File: src/rtl/video_out_buf.sv
// video_out_buf
//   Read side of the PCS-to-video path. Pulls 64-bit words from an async FIFO
//   read port (already in the video clock domain), regenerates raster timing
//   and drives 24-bit pixels. Discards the zero padding the transmitter
//   appends after each frame and counts FIFO underflows.
//
// Ports
//   i_video_clk, i_rst_n        pixel clock, async active-low reset
//   i_enable                    start / continue frame output
//   i_width, i_heigh            active geometry, sampled at frame boundaries
//   i_fifo_dout/empty/almostempty, o_fifo_rd_en   FIFO read port (1-clk latency)
//   o_vsyn, o_hsyn, o_de, o_video_data            raster output
//   o_frame_start               pulse with the first o_de of a frame
//   o_underflow, o_underflow_cnt  per-pixel underflow pulse, saturating count
//   o_busy                      FSM not idle
//   o_dbg_state                 current FSM state for debug / checkers
//
// Handshake: the FIFO read port has no ready; o_fifo_rd_en is only raised
// while i_fifo_empty is low, and the word is consumed on that same clock.
// Data for a read issued in cycle T is valid on i_fifo_dout in cycle T+1.
module video_out_buf #(
  parameter int unsigned P_HFP       = 88,
  parameter int unsigned P_HSYNC     = 44,
  parameter int unsigned P_HBP       = 148,
  parameter int unsigned P_VFP       = 4,
  parameter int unsigned P_VSYNC     = 5,
  parameter int unsigned P_VBP       = 36,
  parameter int unsigned P_DRAIN_MAX = 480,
  parameter logic [23:0] P_UF_COLOR  = 24'h000000
) (
  input  logic        i_video_clk,
  input  logic        i_rst_n,
  input  logic        i_enable,
  input  logic [12:0] i_width,
  input  logic [12:0] i_heigh,
  input  logic [63:0] i_fifo_dout,
  input  logic        i_fifo_empty,
  input  logic        i_fifo_almostempty,
  output logic        o_fifo_rd_en,
  output logic        o_vsyn,
  output logic        o_hsyn,
  output logic        o_de,
  output logic [23:0] o_video_data,
  output logic        o_frame_start,
  output logic        o_underflow,
  output logic [15:0] o_underflow_cnt,
  output logic        o_busy,
  output logic [1:0]  o_dbg_state
);

  localparam logic [12:0] L_HFP    = 13'(P_HFP);
  localparam logic [12:0] L_HSYNC  = 13'(P_HSYNC);
  localparam logic [12:0] L_HBLANK = 13'(P_HFP + P_HSYNC + P_HBP);
  localparam logic [12:0] L_VFP    = 13'(P_VFP);
  localparam logic [12:0] L_VSYNC  = 13'(P_VSYNC);
  localparam logic [12:0] L_VBLANK = 13'(P_VFP + P_VSYNC + P_VBP);
  localparam int          DW       = $clog2(P_DRAIN_MAX + 1);
  localparam logic [DW-1:0] L_DMAX = DW'(P_DRAIN_MAX);

  typedef enum logic [1:0] {S_IDLE, S_PRIME, S_RUN, S_DRAIN} state_t;

  // Upper FIFO bits carry no pixel information.
  logic dout_unused;
  assign dout_unused = ^i_fifo_dout[63:24];

  // Reset asserts asynchronously, releases on a clock edge.
  logic rst_sync_n_q;
  always_ff @(posedge i_video_clk or negedge i_rst_n) begin
    if (!i_rst_n) rst_sync_n_q <= 1'b0;
    else          rst_sync_n_q <= 1'b1;
  end

  state_t        state_q, state_d;
  logic [12:0]   w_lat_q, w_lat_d, h_lat_q, h_lat_d;
  logic [12:0]   h_cnt_q, h_cnt_d, v_cnt_q, v_cnt_d;
  logic [DW-1:0] drain_cnt_q, drain_cnt_d;

  logic timing_on, de_int, hs_int, vs_int, fs_int, pix_rd, drain_rd;
  logic h_end, v_end, last_pix, geom_ok;
  logic [12:0] h_adv, v_adv;

  always_comb begin
    timing_on = (state_q == S_RUN) || (state_q == S_DRAIN);
    h_end     = (h_cnt_q == w_lat_q + L_HBLANK - 13'd1);
    v_end     = (v_cnt_q == h_lat_q + L_VBLANK - 13'd1);
    last_pix  = (h_cnt_q == w_lat_q - 13'd1) && (v_cnt_q == h_lat_q - 13'd1);
    geom_ok   = (i_width != 13'd0) && (i_heigh != 13'd0);
    h_adv     = h_end ? 13'd0 : h_cnt_q + 13'd1;
    v_adv     = h_end ? (v_end ? 13'd0 : v_cnt_q + 13'd1) : v_cnt_q;

    de_int = (state_q == S_RUN) && (h_cnt_q < w_lat_q) && (v_cnt_q < h_lat_q);
    hs_int = timing_on && (h_cnt_q >= w_lat_q + L_HFP) &&
             (h_cnt_q < w_lat_q + L_HFP + L_HSYNC);
    vs_int = timing_on && (v_cnt_q >= h_lat_q + L_VFP) &&
             (v_cnt_q < h_lat_q + L_VFP + L_VSYNC);
    fs_int = de_int && (h_cnt_q == 13'd0) && (v_cnt_q == 13'd0);

    // An empty FIFO during active video is an underflow: no read, no catch-up.
    pix_rd   = de_int && !i_fifo_empty;
    drain_rd = (state_q == S_DRAIN) && !i_fifo_empty && (drain_cnt_q < L_DMAX);
    o_fifo_rd_en = pix_rd || drain_rd;
    o_busy       = (state_q != S_IDLE);
    o_dbg_state  = state_q;
  end

  always_comb begin
    state_d     = state_q;
    w_lat_d     = w_lat_q;
    h_lat_d     = h_lat_q;
    h_cnt_d     = h_cnt_q;
    v_cnt_d     = v_cnt_q;
    drain_cnt_d = drain_cnt_q;
    case (state_q)
      S_IDLE: begin
        h_cnt_d     = 13'd0;
        v_cnt_d     = 13'd0;
        drain_cnt_d = '0;
        if (i_enable && geom_ok) begin
          w_lat_d = i_width;
          h_lat_d = i_heigh;
          state_d = S_PRIME;
        end
      end
      S_PRIME: begin
        if (!i_fifo_almostempty) state_d = S_RUN;
      end
      S_RUN: begin
        h_cnt_d = h_adv;
        v_cnt_d = v_adv;
        if (last_pix) state_d = S_DRAIN;
      end
      S_DRAIN: begin
        h_cnt_d = h_adv;
        v_cnt_d = v_adv;
        if (drain_rd) drain_cnt_d = drain_cnt_q + 1'b1;
        if (h_end && v_end) begin
          drain_cnt_d = '0;
          // Back-to-back frames skip PRIME; geometry is resampled here only.
          if (i_enable && geom_ok) begin
            w_lat_d = i_width;
            h_lat_d = i_heigh;
            state_d = S_RUN;
          end else begin
            state_d = S_IDLE;
          end
        end
      end
      default: state_d = S_IDLE;
    endcase
  end

  always_ff @(posedge i_video_clk or negedge rst_sync_n_q) begin
    if (!rst_sync_n_q) begin
      state_q     <= S_IDLE;
      w_lat_q     <= 13'd0;
      h_lat_q     <= 13'd0;
      h_cnt_q     <= 13'd0;
      v_cnt_q     <= 13'd0;
      drain_cnt_q <= '0;
    end else begin
      state_q     <= state_d;
      w_lat_q     <= w_lat_d;
      h_lat_q     <= h_lat_d;
      h_cnt_q     <= h_cnt_d;
      v_cnt_q     <= v_cnt_d;
      drain_cnt_q <= drain_cnt_d;
    end
  end

  // Two-stage output pipeline: stage 1 waits out the FIFO read latency,
  // stage 2 merges the returned word so all outputs share a 2-clk delay.
  logic s1_de_q, s1_hs_q, s1_vs_q, s1_fs_q, s1_rd_q;

  always_ff @(posedge i_video_clk or negedge rst_sync_n_q) begin
    if (!rst_sync_n_q) begin
      s1_de_q         <= 1'b0;
      s1_hs_q         <= 1'b0;
      s1_vs_q         <= 1'b0;
      s1_fs_q         <= 1'b0;
      s1_rd_q         <= 1'b0;
      o_de            <= 1'b0;
      o_hsyn          <= 1'b0;
      o_vsyn          <= 1'b0;
      o_video_data    <= 24'd0;
      o_frame_start   <= 1'b0;
      o_underflow     <= 1'b0;
      o_underflow_cnt <= 16'd0;
    end else begin
      s1_de_q       <= de_int;
      s1_hs_q       <= hs_int;
      s1_vs_q       <= vs_int;
      s1_fs_q       <= fs_int;
      s1_rd_q       <= pix_rd;
      o_de          <= s1_de_q;
      o_hsyn        <= s1_hs_q;
      o_vsyn        <= s1_vs_q;
      o_frame_start <= s1_fs_q;
      o_video_data  <= s1_rd_q ? i_fifo_dout[23:0] : P_UF_COLOR;
      o_underflow   <= s1_de_q && !s1_rd_q;
      if (s1_de_q && !s1_rd_q && (o_underflow_cnt != 16'hFFFF))
        o_underflow_cnt <= o_underflow_cnt + 16'd1;
    end
  end

endmodule

File: config.mk
export PLATFORM = sky130hd
export DESIGN_NAME = video_out_buf
export DESIGN_NICKNAME = d
export VERILOG_FILES = /design/src/rtl/video_out_buf.sv
export SDC_FILE = /design/constraint.sdc
export NUM_CORES = 1
export LEC_CHECK = 0
export BUFFER_PORTS_ARGS = -buffer_cell sky130_fd_sc_hd__buf_2
export CAP_MARGIN = 25
export CORE_UTILIZATION = 54
export CTS_BUF_LIST = sky130_fd_sc_hd__clkbuf_4 sky130_fd_sc_hd__clkbuf_8
export CTS_CLUSTER_SIZE = 24
export DETAILED_ROUTE_END_ITERATION = 10
export HOLD_SLACK_MARGIN = 0.03
export PLACE_DENSITY = 0.8
export REMOVE_ABC_BUFFERS = 1
export SLEW_MARGIN = 20
export SYNTH_ARGS = -nofsm -noshare
export SYNTH_HDL_FRONTEND = slang
export SYNTH_SLANG_ARGS = --single-unit
File: constraint.sdc
create_clock -name i_video_clk -period 3.3 [get_ports i_video_clk]
set_input_delay 0.66 -clock i_video_clk [delete_from_list [all_inputs] [get_ports i_video_clk]]
set_output_delay 0.66 -clock i_video_clk [all_outputs]
set_load 0.02 [all_outputs]
==> impl_metrics.py, run 1 <==
metrics = {
    "placement": {
        "hpwl_um": 15700,
        "dp_slack_ns": -0.0218,
        "numPortBuffers": 103,
        "globalplace.congestion": 0.924,
        "dp.cells": 1265,
    },
    "logic_synthesis": {
        "yosysTopAreaCell": "dfrtp_1",
        "synth.area.top_cells": "dfrtp_1 (33%), ha_1 (14%), xnor2_1 (6.0%), mux2_4 (3.4%), xor2_1 (3.3%)",
        "synth_cell_types": 82,
        "avgSynthCellArea_um2": 9.44,
        "ys.flop_type": "dfrtp_1",
        "synth_common_cells": "dfrtp_1 (114), ha_1 (95), xnor2_1 (60), nor2_1 (56), o21ai_0 (49)",
        "async_flop_share": 1.00,
        "synth-seq-cells": 114,
        "yosysWarnings": 0,
        "netlist_area_um2": 8720,
        "synth_top_area_share": 0.327,
        "syn_inst": 924,
        "synth_seq_area_share": 0.327,
        "yosysMostFrequentCell": "dfrtp_1",
        "synth-edff-count": 0,
    },
    "grt": {
        "gr-usage-all-layers": 0.258,
        "grt_pass1_vias": 6958,
        "grt_pass1_wl_um": 33600,
        "antenna_found_initial": 0,
        "grt_max_degree": 66,
        "grt_remaining_overflow": 0,
    },
    "route": {
        "post_drt_via_cell_ratio": 5.78,
        "antenna_left": 0,
        "drt_iter0_markers": 618,
        "drc": 0,
        "wl_per_cell_um": 16.2,
        "drt_wl_total_um": 21200,
        "via_count": 7550,
        "drt-pass1-iter-count": 5,
    },
    "worst_setup_path": {
        "path_cells": "ha_1 > nor2b_4 > o21a_1 > o21a_1 > o211ai_1 > a21oi_1 > o21ai_1 > o211ai_1 > o21ai_1 > buf_4",
        "startpoint_type": "register",
        "endpoint_kind": "output port",
        "crit_type": "register to output port",
        "reg2reg_setup_slack_ns": 0.05,
        "worstPathMaxFanout": 2,
        "reg2reg_depth": 10,
        "cp_slowest_cell": "dfrtp_1",
        "max_stage_delay_ns": 0.39,
        "cp.required_ns": 2.64,
        "r2r-start": "w_lat_q[2]",
        "cp_data_arrival_time_ns": 2.62,
        "timing.rr.end": "h_lat_q[2]",
    },
    "power_and_ir_drop": {
        "vdd_drop_max_uv": 544,
        "power.density_nw_per_um2": 885,
        "p_leak_nw": 5.21,
    },
    "hold_path": {
        "hp-class": "register to register",
        "whs_endpoint": "o_frame_start",
        "hp-start": "s1_fs_q",
        "hold_depth": 0,
    },
    "sta": {
        "worst_pin_slew_ns": 0.950,
        "finalWorstSetupSlack_ns": 0.0227,
        "fin_crit_ns": 3.28,
        "clock_skew_ns": 0.0176,
        "fin_crit_sh": 0.993,
        "rsz0062_at_grt": "yes",
        "whs_ns": 0.349,
        "fmax_ghz": 0.305,
        "hold_viol_final": 0,
        "drv_slew": 0,
        "relSlewSlack": 0.364,
        "setup_violations": 0,
    },
    "clocking": {
        "cts_tree": "yes",
        "clockBufferDepth": 2,
        "ctsHtreeMaxLevel": 4,
        "clk_pin_slew_ns": 0.08,
        "clk_latency_ns": 0.45,
        "cts_inserted_buffers": 17,
        "root_buffer": "clkbuf_8",
        "clock-sinks": 114,
    },
    "floorplanning": {
        "die_y_um": 129,
        "core_um2": 15800,
        "die_area_um2": 16700,
        "io-pin-count": 144,
        "die_w_um": 129,
        "row_count": 46,
        "start_util": 0.551,
    },
    "status": {
        "status": "finished, final reports clean",
    },
    "layout": {
        "area_growth_pct": 20.4,
        "layout.nets": 1268,
        "stdcell_count": 1307,
        "diodes": 0,
        "drive_gt1_frac": 0.258,
        "final_util": 0.663,
    },
    "run": {
        "drv_cap": 0,
    },
}
## routing by layer
layer  wire length [µm]  vias up  track usage
met3               1490       34       0.0599
met1               9560     3596        0.344
met4                374        0       0.0727
met5                  0        -            0
li1                   -     3630            -
met2               9740      290        0.418
## final cells by class
type                       count  area, µm²
clock buffer                  20        269
clock inverter                12        201
fill                        1208       5330
inverter                      47        176
multi-input combinational    723       5630
sequential                   114       2860
tap                          216        270
timing repair buffer         175       1090
## timing repair
| action | 4_1_cts | 5_1_grt |
|---|---|---|
| pin swaps | 6 | 9 |
| hold buffers | 1 | 0 |
| buffers inserted | 2 | 7 |
| hold endpoints to repair | 1 | 0 |
| gates resized for setup | 13 | 30 |
| cloned | 0 | 0 |
| setup endpoints to repair | 3 | 44 |
## placed cells by master (no fill, tap or decap), drive strengths merged, types with 3 or more instances in the layout
master / instances
buf: 174
dfrtp: 114
ha: 95
xnor2: 61
nor2: 57
o21ai: 51
inv: 49
nand2: 46
xor2: 34
nand3: 31
nor3: 30
mux2: 30
a21oi: 29
and2: 27
nor4: 24
nand4: 21
clkbuf: 20
nor2b: 17
a21o: 14
and3: 13
nand2b: 13
o21a: 12
a22o: 12
o211ai: 11
a211oi: 9
o31ai: 7
mux2i: 7
a31oi: 6
bufinv: 5
nor3b: 5
o21bai: 4
a22oi: 4
or3: 4
nand3b: 3
a41oi: 3
or4: 3
a21boi: 3
o41ai: 3
clkinv: 3
## cells by family after synthesis
group / Yosys count / synth area share
AO/OA/AOI/OAI: 188 / 0.146
AND/OR/NAND/NOR: 305 / 0.188
flip-flops: 114 / 0.327
multiplexers: 37 / 0.0554
buffers and inverters: 87 / 0.0459
other: 1 / 0.000430
adder cells (fa/ha/maj): 96 / 0.137
XOR/XNOR: 96 / 0.0998
## registers in the layout, indices dropped and copies added, names as in the netlist, 2 cells and up
register,flops
drain_cnt_q,9
o_dbg_state,2
o_video_data,24
o_underflow_cnt,16
v_cnt_q,13
h_cnt_q,13
h_lat_q,13
w_lat_q,13
## power breakdown
part,switching [mW],internal [mW]
logic,3.02,2.59
registers,0.399,1.69
clock network,0.633,0.953
total,4.05,5.23
## worst max path at each step
stage          startpoint           end  slack [ns]  depth (start not counted)
3_3_place_gp   w_lat_q[5]       s1_hs_q         0.1                         12
2_1_floorplan  w_lat_q[4]    h_lat_q[0]       -0.27                         10
6_report       h_cnt_q[1]  o_fifo_rd_en        0.02                         10
5_1_grt        h_cnt_q[1]  o_fifo_rd_en       -0.12                         10
4_1_cts        h_cnt_q[1]  o_fifo_rd_en       -0.02                         10
3_5_place_dp   w_lat_q[1]    v_cnt_q[5]       -0.02                         11
## worst max-delay path: cells and delay by family, from the launching register on
kind / cells / cell delay [ns]
flops: 1 / 0.39
buf+inv: 1 / 0.17
compound gates: 7 / 1.14
simple gates: 1 / 0.14
fa+ha+maj: 1 / 0.32
## stage by stage
stage	instance area [µm²]	power (mW)	TNS [ns]
5_1_grt	10500	9.96	-0.708
2_1_floorplan	8500	5.69	-22.90
3_5_place_dp	9790	7.30	-0.0218
4_1_cts	10300	9.06	-0.0224
6_report	10500	9.29	0
3_3_place_gp	9790	7.16	0
Note: power is estimated with default switching activity, not from simulation.
==> run 2: changes to the inputs <==
Settings changed: ABC_AREA from default to 1, TNS_END_PERCENT from default to 5.
==> run 2 against run 1 <==
Net effect:
- non-clock buffer count fell by 38
- clock skew decreased by 0.0063 ns
- global-route usage grew 2.9 points
- setup slack better by 0.066 ns
- die area increased by 6.1%
- synthesized area grew 6.2%
- highest routed layer unchanged
==> impl_metrics.py, run 2 <==
metrics = {
    "logic_synthesis": {
        "synth_top_area_share": 0.308,
        "ys.flop_type": "dfrtp_1",
        "netlist_area_um2": 9260,
        "synth_common_cells": "nand2_1 (365), inv_1 (167), nand3_1 (115), dfrtp_1 (114), nor2_1 (109)",
        "yosysMostFrequentCell": "nand2_1",
        "async_flop_share": 1.00,
        "synth-edff-count": 0,
        "yosysWarnings": 0,
        "synth.area.top_cells": "dfrtp_1 (31%), nand2_1 (15%), ha_1 (13%), inv_1 (6.8%), xor2_1 (6.3%)",
        "avgSynthCellArea_um2": 7.13,
        "synth_seq_area_share": 0.308,
        "synth-seq-cells": 114,
        "yosysTopAreaCell": "dfrtp_1",
        "synth_cell_types": 49,
        "syn_inst": 1298,
    },
    "grt": {
        "gr-usage-all-layers": 0.287,
        "grt_remaining_overflow": 0,
        "grt_pass1_vias": 8367,
        "grt_pass1_wl_um": 40300,
        "grt_max_degree": 75,
        "antenna_found_initial": 0,
    },
    "layout": {
        "final_common_cell": "nand2_1",
        "seq_area_um2": 2860,
        "nFillCells": 1472,
        "multi_input_area_um2": 5620,
        "top_regs": "o_video_data x24, o_underflow_cnt x16",
        "area_growth_pct": 14.3,
        "layout.nets": 1615,
        "largest_reg_flops": 24,
        "most-common-layout-cells": "nand2_1 (365), inv_1 (164), nand3_1 (114)",
        "diodes": 0,
        "regMostFlops": "o_video_data",
        "drive_gt1_frac": 0.145,
    },
    "sta": {
        "finalWorstSetupSlack_ns": 0.0884,
        "drv_slew": 0,
        "rsz0062_at_grt": "yes",
        "fin_crit_ns": 3.21,
        "whs_ns": 0.311,
        "relSlewSlack": 0.380,
        "setup_violations": 0,
        "worst_pin_slew_ns": 0.922,
        "fin_crit_sh": 0.973,
        "hold_viol_final": 0,
        "clock_skew_ns": 0.0113,
        "fmax_ghz": 0.311,
    },
    "route": {
        "wl_per_cell_um": 14.8,
        "antenna_left": 0,
        "via_count": 8907,
        "drt-pass1-iter-count": 7,
        "drt_wl_total_um": 24500,
        "post_drt_via_cell_ratio": 5.37,
        "drc": 0,
        "drt_iter0_markers": 578,
    },
    "placement": {
        "hpwl_um": 19200,
        "dp_slack_ns": 0.146,
        "numPortBuffers": 103,
        "globalplace.congestion": 0.959,
    },
    "clocking": {
        "root_buffer": "clkbuf_8",
        "ctsHtreeMaxLevel": 4,
        "clockBufferDepth": 2,
        "clk_latency_ns": 0.46,
        "cts_tree": "yes",
        "clk_pin_slew_ns": 0.08,
        "clock-sinks": 114,
        "cts_inserted_buffers": 17,
    },
    "worst_setup_path": {
        "endpoint_kind": "output port",
        "cp.required_ns": 2.64,
        "cp_data_arrival_time_ns": 2.55,
        "startpoint_type": "register",
        "worstPathMaxFanout": 7,
        "crit_type": "register to output port",
    },
    "floorplanning": {
        "die_area_um2": 17700,
        "core_um2": 16600,
        "die_w_um": 133,
        "row_count": 47,
        "io-pin-count": 144,
        "die_y_um": 133,
        "start_util": 0.556,
    },
    "power_and_ir_drop": {
        "power.density_nw_per_um2": 798,
        "vdd_drop_max_uv": 503,
        "p_leak_nw": 5.83,
    },
    "hold_path": {
        "hp-class": "register to asynchronous set/reset pin",
    },
    "status": {
        "status": "finished, final reports clean",
    },
    "run": {
        "drv_cap": 0,
    },
}
-- run 2: critical path, stage by stage, from the launching register on --
cell       delay, ns
dfrtp_2         0.44
inv_1           0.21
ha_1            0.31
a21oi_1         0.15
o221ai_1        0.19
nand3_1         0.12
o2111ai_1       0.21
nor2_4          0.18
nand2_1         0.07
nand2_1         0.06
buf_4           0.15
-- run 2: path summary, 6_finish.rpt --
| kind | startpoint | to | slack [ns] | cells past startpoint |
|---|---|---|---|---|
| min reg2reg | rst_sync_n_q | drain_cnt_q[0] | 0.31 | 0 |
| max reg2reg | w_lat_q[3] | s1_hs_q | 0.18 | 15 |
| min in group i_video_clk | s1_vs_q | o_vsyn | 0.35 | 0 |
| min | rst_sync_n_q | drain_cnt_q[0] | 0.31 | 0 |
| max in group asynchronous | rst_sync_n_q | h_lat_q[8] | 2.20 | 1 |
| max | h_lat_q[2] | o_fifo_rd_en | 0.09 | 10 |
-- run 2: layer usage --
metal / share of wire / track usage / wire [µm]
met5: 0 / 0 / 0
met4: 0.037 / 0.136 / 896
met3: 0.055 / 0.0506 / 1350
met1: 0.43 / 0.364 / 10500
met2: 0.48 / 0.473 / 11800
-- run 2: timing repair --
| action | 4_1_cts | 5_1_grt |
|---|---|---|
| hold buffers | 1 | 0 |
| resized for setup | 4 | 10 |
| pin swaps | 2 | 4 |
| setup endpoints to repair | 1 | 2 |
| hold endpoints to repair | 1 | 0 |
| setup buffers | 0 | 5 |
-- run 2: stage by stage --
step           instance area, µm²  TNS (ns)  utilization  power (mW)  cells
2_1_floorplan                9090    -15.93            -        5.54   1269
3_3_place_gp                10100         0        0.608        6.84   1620
3_5_place_dp                10100         0        0.608        6.98   1620
4_1_cts                     10500         0        0.632        8.33   1653
5_1_grt                     10600   -0.0424        0.636        9.19   1658
6_report                    10600         0        0.636        8.45   1658
-- run 2: logic make-up (layout without fill, tap and decap cells) --
logic type	after synthesis	after routing	share of synthesized area
compound gates	112	112	0.0709
xor+xnor	90	90	0.0859
fa+ha+maj	95	95	0.128
buf+inv	203	343	0.0888
flops	114	114	0.308
other cells	1	1	0.000405
simple gates	683	683	0.318
-- run 2: cell type report --
cell class | instances | area share
multi-input combinational | 981 | 0.531
sequential | 114 | 0.271
timing repair buffer | 137 | 0.0745
inverter | 174 | 0.0620
tap | 220 | 0.0260
clock buffer | 18 | 0.0234
clock inverter | 14 | 0.0123
-- run 2: where the power goes --
group	total (mW)	switching [mW]	internal [mW]
Clock	1.29	0.674	0.620
Combinational	5.09	3.31	1.78
Sequential	2.06	0.388	1.68
Total	8.45	4.37	4.08
